===== config.mk =====
export PLATFORM = sky130hd
export DESIGN_NAME = shift_sequencer
export DESIGN_NICKNAME = d
export VERILOG_FILES = /design/src/rtl/shift_sequencer.sv
export SDC_FILE = /design/constraint.sdc
export NUM_CORES = 1
export LEC_CHECK = 0
export ABC_AREA = 1
export BUFFER_PORTS_ARGS = -buffer_cell sky130_fd_sc_hd__buf_2
export CAP_MARGIN = 20
export CORE_ASPECT_RATIO = 0.6
export CORE_UTILIZATION = 31
export DETAILED_ROUTE_END_ITERATION = 6
export MAX_ROUTING_LAYER = met4
export SLEW_MARGIN = 20
export SYNTH_ARGS = -nofsm -noshare
export SYNTH_HDL_FRONTEND = slang
export SYNTH_SLANG_ARGS = --single-unit

===== constraint.sdc =====
create_clock -name clk -period 3.25 [get_ports clk]
set_input_delay 0.65 -clock clk [delete_from_list [all_inputs] [get_ports clk]]
set_output_delay 0.65 -clock clk [all_outputs]
set_load 0.005 [all_outputs]

===== src/rtl/shift_sequencer.sv =====
// Multi-cycle shift controller: iterates a one-position SLL/SRL/SRA/ROL once per clock
// until the requested amount is consumed, then pulses done with the final result.
module shift_sequencer #(
    parameter int unsigned WIDTH = 8,
    parameter int unsigned CNT_W = 3
) (
    input  logic             clk,
    input  logic             rst_n,
    input  logic             start,
    input  logic [1:0]       op,
    input  logic [WIDTH-1:0] data_in,
    input  logic [CNT_W-1:0] amount,
    output logic             busy,
    output logic             done,
    output logic [WIDTH-1:0] result,
    output logic             carry_out,
    output logic             zero
);

    typedef enum logic [1:0] {StIdle, StShift, StDone} state_t;

    state_t           state_q;
    logic [WIDTH-1:0] work_q;
    logic [1:0]       op_q;
    logic [CNT_W-1:0] cnt_q;
    logic [WIDTH-1:0] step_val;
    logic             step_carry;

    // One-position step of the captured operation on the working register.
    always_comb begin
        step_val   = work_q;
        step_carry = 1'b0;
        unique case (op_q)
            2'b00: begin
                step_val   = {work_q[WIDTH-2:0], 1'b0};
                step_carry = work_q[WIDTH-1];
            end
            2'b01: begin
                step_val   = {1'b0, work_q[WIDTH-1:1]};
                step_carry = work_q[0];
            end
            2'b10: begin
                step_val   = {work_q[WIDTH-1], work_q[WIDTH-1:1]};
                step_carry = work_q[0];
            end
            2'b11: begin
                step_val   = {work_q[WIDTH-2:0], work_q[WIDTH-1]};
                step_carry = work_q[WIDTH-1];
            end
        endcase
    end

    always_ff @(posedge clk) begin
        if (!rst_n) begin
            state_q   <= StIdle;
            work_q    <= '0;
            op_q      <= 2'b00;
            cnt_q     <= '0;
            result    <= '0;
            carry_out <= 1'b0;
            zero      <= 1'b1;
        end else begin
            unique case (state_q)
                StIdle: begin
                    if (start) begin
                        work_q <= data_in;
                        op_q   <= op;
                        cnt_q  <= amount;
                        if (amount == '0) begin
                            state_q   <= StDone;
                            result    <= data_in;
                            carry_out <= 1'b0;
                            zero      <= (data_in == '0);
                        end else begin
                            state_q <= StShift;
                        end
                    end
                end
                StShift: begin
                    work_q <= step_val;
                    cnt_q  <= cnt_q - CNT_W'(1);
                    // Last step: publish result as we enter DONE.
                    if (cnt_q == CNT_W'(1)) begin
                        state_q   <= StDone;
                        result    <= step_val;
                        carry_out <= step_carry;
                        zero      <= (step_val == '0);
                    end
                end
                StDone:  state_q <= StIdle;
                default: state_q <= StIdle;
            endcase
        end
    end

    assign busy = (state_q != StIdle);
    assign done = (state_q == StDone);

endmodule


==> impl_metrics.yaml, run 1 <==
timing:
  setup_viol_count_final: 0
  setup_slack_ps: 1450
  finalHoldViolations: 0
  fin_crit_sh_pct: 55.5
  max_freq_mhz: 554
  worst_clock_skew_ps: 2.64
  drv_slew: 0
  worstMarginPinSlew_ps: 556
  tns_ps: 0
  slew-limit-headroom_pct: 62.9
  grt_setup_unrepaired: "false"
  fin_crit_ps: 1800
clocking:
  path_clk_slew_ps: 100
  cts-root-buf: "clkbuf_8"
  clock_latency_ps: 270
  cts_buffers: 3
  postCtsSetupBuffers: 0
  clock_sinks: 25
  clockBufferDepth: 2
  holdBufCountCts: 0
  cts_resized: 0
  cts_tree: "done"
  htreeDepth: 1
flow_run:
  maxCapViolations: 0
setup_path:
  cp-end-kind: "flip-flop"
  worst_ep_required_time_ps: 3410
  r2r_start: "op_q[0]$_SDFFE_PN0P_"
  r2r_slack_ps: 1450
  path_max_fanout: 7
  start_kind: "flip-flop"
  r2r_cells: 10
  startpoint: "op_q[0]$_SDFFE_PN0P_"
  r2r_end: "result[1]$_SDFFE_PN0P_"
  crit_type: "reg2reg"
  crit_arrival_ps: 1970
logic_synthesis:
  yosysMostFrequentCell: "nand2_1"
  async_reset_ff_share_pct: 0
  syn_area_per_cell_sq_um: 7.08
  synth_cells: 199
  synth_fp_nets: 221
  synth_area_sq_mm: 0.00141
  yosys-top-cells-count: "nand2_1 (33), dfxtp_1 (25), inv_1 (22), nor2_1 (21), o21ai_0 (17)"
  synth_top_area_share_pct: 35.5
  yosysWarnings: 0
  synth_cell_types: 23
  ys.flop_type: "dfxtp_1"
  synth_edf_count: 0
  ys_ff_latch: 25
  synth_area_leader_cell: "dfxtp_1"
  synthTopCellsByArea: "dfxtp_1 (36%), nand2_1 (8.8%), o21ai_0 (6.0%), inv_1 (5.9%), a21oi_1 (5.7%)"
  yosysSeqAreaShare_pct: 35.5
die:
  core_area_sq_mm: 0.00423
  die_h_um: 54.2
  io_pins: 28
  die_w_um: 89.0
  dieArea_sq_mm: 0.00483
  rows: 18
  initial_core_util_pct: 33.3
final_layout:
  design_area_sq_mm: 0.00162
  num_antenna_cells: 0
  n_fill_cell: 473
  area_growth_pct: 14.9
  nNetsFinal: 247
  final_cell_count_no_fill: 284
  drive_above_1_share_pct: 27.2
drt:
  drc: 0
  wl_um: 3250
  firstDrtPassIters: 4
  ant_nets: 0
  drtIter0Drc: 50
  viasPerCell: 4.53
  dr_total_vias: 1286
  wire_per_inst_um: 11.4
power:
  leakage_nw: 0.758
  ir_drop_mv: 0.319
  totalPowerFinal_uw: 815
  power_density_mw_per_mm2: 503
global_route:
  grt_pass1_wl_um: 5390
  grt_max_degree: 21
  antenna_found_initial: 0
  grt_use_total_pct: 15.6
  grt_overflow: 0
  first_global_vias: 1146
placed_design:
  placed_cells: 280
  place_area_sq_mm: 0.00157
  io_buffer_count: 27
  pre_cts_ws_ps: 1300
  hpwlAfterDp_um: 2490
  gp_congestion: 0.798
run_status:
  status: "finished clean"
min_path:
  min_path_type: "reg2reg"
  whs_path_depth: 2
  min_from: "carry_out$_SDFFE_PN0P_"
  whs_endpoint: "carry_out$_SDFFE_PN0P_"
## flip-flops by register name (all words and copies together) (netlist names)
register	cells
cnt_q	3
result	8
work_q	8
state_q	2
zero	1
op_q	2
carry_out	1
## worst max path at each step
stage,slack (ps),cells after the start,to
CTS,1430,10,result[1]$_SDFFE_PN0P_
detailed placement,1300,7,result[0]$_SDFFE_PN0P_
global placement,1310,7,result[5]$_SDFFE_PN0P_
finish,1450,10,result[1]$_SDFFE_PN0P_
global route,1270,10,result[1]$_SDFFE_PN0P_
floorplan,1770,10,result[1]$_SDFFE_PN0P_
## routing by layer
layer | vias up | global-route usage (%) | routed length [um]
met1 | 565 | 22.3 | 1840
met3 | 2 | 3.62 | 130
met2 | 22 | 22.7 | 1270
met4 | 0 | 2.38 | 7
met5 | - | - | 0
li1 | 697 | - | -
## logic make-up after synthesis
family                   share of synthesized area [%]
AND/OR/NAND/NOR                                   27.0
AO/OA/AOI/OAI                                     21.2
buffers and inverters                             10.9
flip-flops                                        35.5
adder cells (fa/ha/maj)                           5.33
## critical path, stage by stage (launching register included)
cell and delay (ps):
dfxtp_1 380, inv_1 90, ha_1 300, inv_2 110
nand2_2 120, nand2_1 90, nand2_1 70, o21ai_0 280
nor2_2 80, a21oi_2 110, nor2_1 50
## power by group
part	internal, mW	switching (mW)	total (mW)
Sequential	0.344	0.0263	0.370
Clock	0.0900	0.109	0.199
Combinational	0.0841	0.162	0.246
## final cells by class
class,count,area [sq um],area share (%)
clock buffer,3,41.3,2.55
inverter,27,104,6.41
sequential,25,500,30.9
clock inverter,1,8.76,0.541
multi-input combinational,141,754,46.6
tap,60,75.1,4.64
timing repair buffer,27,135,8.35
## per-stage QoR
step	hold WS (ps)	utilization [%]
after floorplan	456	-
after global placement	462	37.1
after detailed placement	461	37.1
after CTS	490	38.2
after global routing	507	38.2
final	485	38.2
## layout by cell type, fill, tap and decap left out, drive strengths merged
cell type	count
a211oi	1
a21oi	25
buf	27
clkbuf	3
dfxtp	25
ha	6
inv	28
nand2	37
nand3	12
nand4	1
nor2	32
nor4	2
o21ai	25
(Power assumes the default switching activity.)
==> run 2, diff against run 1 <==
Clock period 3.25 ns to 1.8 ns, I/O delays scaled along.
==> run 2 against run 1 <==
Register-to-register slack got worse by 1300 ps. Fmax grew 8.4%. Clock-buffer cell count stayed put. Largest power group unchanged. Routed wire length fell by 1.3%. Critical path type unchanged. Total power grew 82%. Worst hold slack lost 110 ps. Via count up 1.5%. Clock power increased by 78%. Cell count grew 0.70%. Global-route usage is essentially flat. Sequential share of layout area shrank 0.52 points.
==> impl_metrics.yaml, run 2 (synthesis gave the netlist of run 1 again) <==
timing:
  fin_crit_sh_pct: 92.5
  fin_crit_ps: 1670
  worstMarginPinSlew_ps: 383
  max_freq_mhz: 600
  drv_slew: 0
  slew-limit-headroom_pct: 74.4
  hold_slack_ps: 377
  setup_viol_count_final: 0
  grt_setup_unrepaired: "false"
  tns_ps: 0
  worst_clock_skew_ps: 1.24
  finalHoldViolations: 0
  setup_slack_ps: 134
drt:
  viasPerCell: 4.56
  wl_um: 3200
  drtIter0Drc: 89
  drc: 0
  wire_per_inst_um: 11.2
  dr_total_vias: 1305
  firstDrtPassIters: 4
  ant_nets: 0
setup_path:
  start_kind: "flip-flop"
  r2r_start: "op_q[0]$_SDFFE_PN0P_"
  worst_ep_required_time_ps: 1960
  startpoint: "op_q[0]$_SDFFE_PN0P_"
  cp-end-kind: "flip-flop"
  crit_arrival_ps: 1830
  path_max_fanout: 7
  crit_type: "reg2reg"
power:
  sw_frac_of_total_pct: 35.9
  netSwitchingPower_uw: 532
  totalPowerFinal_mw: 1.48
  combPwrFrac_pct: 30.9
  ir_drop_mv: 0.505
  internal_power_uw: 950
  power_density_mw_per_mm2: 900
  seqPwrFrac_pct: 45.2
  pwr-share-clk_pct: 23.9
  leakage_nw: 0.773
die:
  die_h_um: 54.2
  die_w_um: 89.0
  io_pins: 28
  rows: 18
  core_area_sq_mm: 0.00423
  dieArea_sq_mm: 0.00483
  initial_core_util_pct: 33.3
clocking:
  cts_buffers: 3
  cts_tree: "done"
  htreeDepth: 1
  cts-root-buf: "clkbuf_8"
  cts_resized: 0
  path_clk_slew_ps: 90
  holdBufCountCts: 0
  clock_sinks: 25
  clock_latency_ps: 270
  clockBufferDepth: 2
  postCtsSetupBuffers: 0
final_layout:
  mostFrequentLayoutCells: "nand2_1 (33), buf_2 (27), dfxtp_1 (25), inv_1 (22), nor2_1 (21)"
  final_common_cell: "nand2_1"
  nNetsFinal: 249
  num_antenna_cells: 0
  drive_above_1_share_pct: 27.9
  area_growth_pct: 16.9
  fin_util_pct: 38.9
  largest_registers: "result (8), work_q (8), cnt_q (3)"
  n_fill_cell: 474
run_status:
  status: "finished clean"
global_route:
  grt_overflow: 0
  antenna_found_initial: 0
  grt_pass1_wl_um: 5370
  grt_use_total_pct: 15.6
  grt_max_degree: 21
  first_global_vias: 1114
min_path:
  min_from: "op[1]"
  min_path_type: "in2reg"
flow_run:
  maxCapViolations: 0
placed_design:
  io_buffer_count: 27
  pre_cts_ws_ps: 128
  gp_congestion: 0.861
  hpwlAfterDp_um: 2410
## run 2: worst paths after layout
kind                            end  cells after the start  slack [ps]
min            op_q[1]$_SDFFE_PN0P_                      3         380
max          result[6]$_SDFFE_PN0P_                     10         130
min reg2reg  carry_out$_SDFFE_PN0P_                      2         480
max reg2reg  result[6]$_SDFFE_PN0P_                     10         130
## run 2: layout make-up
class | instances | area [sq um] | area share, %
Sequential cell | 25 | 500 | 30.4
Tap cell | 60 | 75.1 | 4.56
Timing Repair Buffer | 29 | 163 | 9.88
Clock inverter | 1 | 8.76 | 0.532
Clock buffer | 3 | 41.3 | 2.51
Inverter | 27 | 104 | 6.31
Multi-Input combinational cell | 141 | 754 | 45.8
## run 2: power by group through the flow
stage                     clock network (mW)  registers [mW]  logic (mW)
after floorplan                            0           0.672       0.343
after global placement                     0           0.681       0.452
after detailed placement                   0           0.681       0.454
after CTS                              0.370           0.669       0.458
after global routing                   0.387           0.677       0.522
final                                  0.354           0.670       0.458
## run 2: worst max-delay path, cell delays in order (launching register included)
cell and delay [ps]:
dfxtp_1 370, inv_1 90, ha_1 290, inv_2 110, nand2_2 110, nand2_1 100, nand3_1 80, o21ai_1 190
nor2_2 80, a21oi_2 100, nor2_1 40
## run 2: layer usage
layer	part of all wire [%]	global-route usage [%]	vias up
met5	0	-	-
met4	0.50	3.17	0
met3	6.0	3.62	4
met2	37	20.4	32
met1	56	23.6	571
li1	-	-	698
## run 2: stage by stage
stage               area, sq um  instances
floorplan                  1410        199
global placement           1600        282
detailed placement         1600        282
CTS                        1650        286
global route               1650        286
finish                     1650        286
==> run 3, diff against run 2 <==
Settings changed: SETUP_SLACK_MARGIN from default to 0.2.
==> run 3 against run 2 <==
Clock-buffer cell count is the same. Non-clock buffer count unchanged. Routed wire length grew 0.66%. Sequential share of layout area down 0.60 points. Critical path depth unchanged. Die area stayed put. Register-to-register slack improved by 160 ps. Setup slack better by 160 ps. Utilization grew 0.98 points. Cell count did not move. Highest routed layer unchanged. Via count grew 1.0%.
==> impl_metrics.yaml, run 3 (synthesis gave the netlist of run 1 again) <==
setup_path:
  worst_ep_required_time_ps: 1960
  crit_end: "result[3]$_SDFFE_PN0P_"
  r2r_start: "op_q[0]$_SDFFE_PN0P_"
  r2r_slack_ps: 300
  r2r_cells: 10
  start_kind: "flip-flop"
  cp-end-kind: "flip-flop"
  path_max_fanout: 7
  crit_arrival_ps: 1660
  crit_type: "reg2reg"
  startpoint: "op_q[0]$_SDFFE_PN0P_"
  r2r_end: "result[3]$_SDFFE_PN0P_"
min_path:
  min_from: "op[0]"
  min_path_type: "in2reg"
placed_design:
  gp_congestion: 0.861
  io_buffer_count: 27
  hpwlAfterDp_um: 2410
power:
  power_density_mw_per_mm2: 894
  ir_drop_mv: 0.509
  leakage_nw: 0.781
  totalPowerFinal_mw: 1.51
drt:
  dr_total_vias: 1318
  drtIter0Drc: 87
  wire_per_inst_um: 11.3
  ant_nets: 0
  wl_um: 3230
  drc: 0
  viasPerCell: 4.61
  firstDrtPassIters: 4
final_layout:
  area_growth_pct: 19.8
  drive_above_1_share_pct: 32.3
  mostFrequentLayoutCells: "nand2_1 (32), buf_2 (27), dfxtp_1 (23), inv_1 (22), nor2_1 (21)"
  nNetsFinal: 249
  final_common_cell: "nand2_1"
  n_fill_cell: 471
  fin_util_pct: 39.9
  largest_registers: "result (8), work_q (8), cnt_q (3)"
  num_antenna_cells: 0
global_route:
  grt_overflow: 0
  grt_pass1_wl_um: 5390
  antenna_found_initial: 0
  grt_use_total_pct: 15.6
  first_global_vias: 1126
  grt_max_degree: 21
run_status:
  status: "finished clean"
timing:
  worstMarginPinSlew_ps: 383
  fin_crit_ps: 1500
  tns_ps: 0
  finalHoldViolations: 0
  max_freq_mhz: 665
  grt_setup_unrepaired: "false"
  setup_viol_count_final: 0
  hold_slack_ps: 373
  slew-limit-headroom_pct: 74.4
  worst_clock_skew_ps: 1.40
  drv_slew: 0
  fin_crit_sh_pct: 83.5
die:
  die_h_um: 54.2
  rows: 18
  initial_core_util_pct: 33.3
  core_area_sq_mm: 0.00423
  die_w_um: 89.0
  dieArea_sq_mm: 0.00483
  io_pins: 28
clocking:
  path_clk_slew_ps: 90
  clock_latency_ps: 270
  clockBufferDepth: 2
  holdBufCountCts: 0
  postCtsSetupBuffers: 0
  cts_buffers: 3
  clock_sinks: 25
  cts-root-buf: "clkbuf_8"
  cts_tree: "done"
  htreeDepth: 1
flow_run:
  maxCapViolations: 0
[run 3: changes by cell type in the layout (fill, tap and decap cells not counted)]
cell	delta
nand2_2	+1
dfxtp_1	-2
o21ai_1	-5
nand3_1	-1
nand2_1	-1
nand3_2	+1
ha_1	-1
o21ai_2	+5
ha_4	+1
dfxtp_2	+2
[run 3: area by class of cell]
type,count,area [sq um],share of cell area (%)
clock inverters,1,8.76,0.519
flip-flops and latches,25,503,29.8
repair buffers,29,163,9.64
clock buffers,3,41.3,2.45
multi-input cells,141,793,47.0
inverters,27,104,6.15
well taps,60,75.1,4.45
[run 3: worst min-delay path by stage]
stage | depth (start not counted) | slack (ps) | endpoint
after global placement | 2 | 460 | carry_out$_SDFFE_PN0P_
after floorplan | 2 | 460 | cnt_q[1]$_SDFFE_PN0P_
after global routing | 3 | 410 | op_q[0]$_SDFFE_PN0P_
after detailed placement | 2 | 450 | zero$_SDFFE_PN1P_
final | 3 | 370 | op_q[0]$_SDFFE_PN0P_
after CTS | 3 | 370 | op_q[1]$_SDFFE_PN0P_
[run 3: power breakdown]
part           switching, mW  internal [mW]
Clock                  0.192          0.162
Sequential            0.0484          0.622
Combinational          0.303          0.180
Total                  0.544          0.965
[run 3: per-stage QoR]
stage	setup WS, ps	instance area (sq um)	cells
5_1_grt	210	1690	286
3_3_place_gp	176	1600	282
2_1_floorplan	317	1410	199
6_report	296	1690	286
3_5_place_dp	128	1600	282
4_1_cts	214	1650	286
[run 3: metal layers]
| metal | routed length [um] | global-route usage, % |
|---|---|---|
| met1 | 1790 | 23.6 |
| met2 | 1240 | 20.6 |
| met3 | 191 | 3.62 |
| met4 | 8 | 3.17 |
| met5 | 0 | - |
[run 3: what timing repair did]
item / CTS / global route
pin swaps: 0 / 1
endpoints found under the setup margin: 7 / 9
resized for setup: 4 / 9
[run 3: critical path, cell delays in order, from the launching register on]
cell and delay [ps]:
dfxtp_2 350, inv_1 100, ha_1 230, inv_1 70
nand2_2 90, nand2_1 100, nand2_1 60, o21ai_1 180
nor2_2 70, a21oi_2 100, nor2_1 40
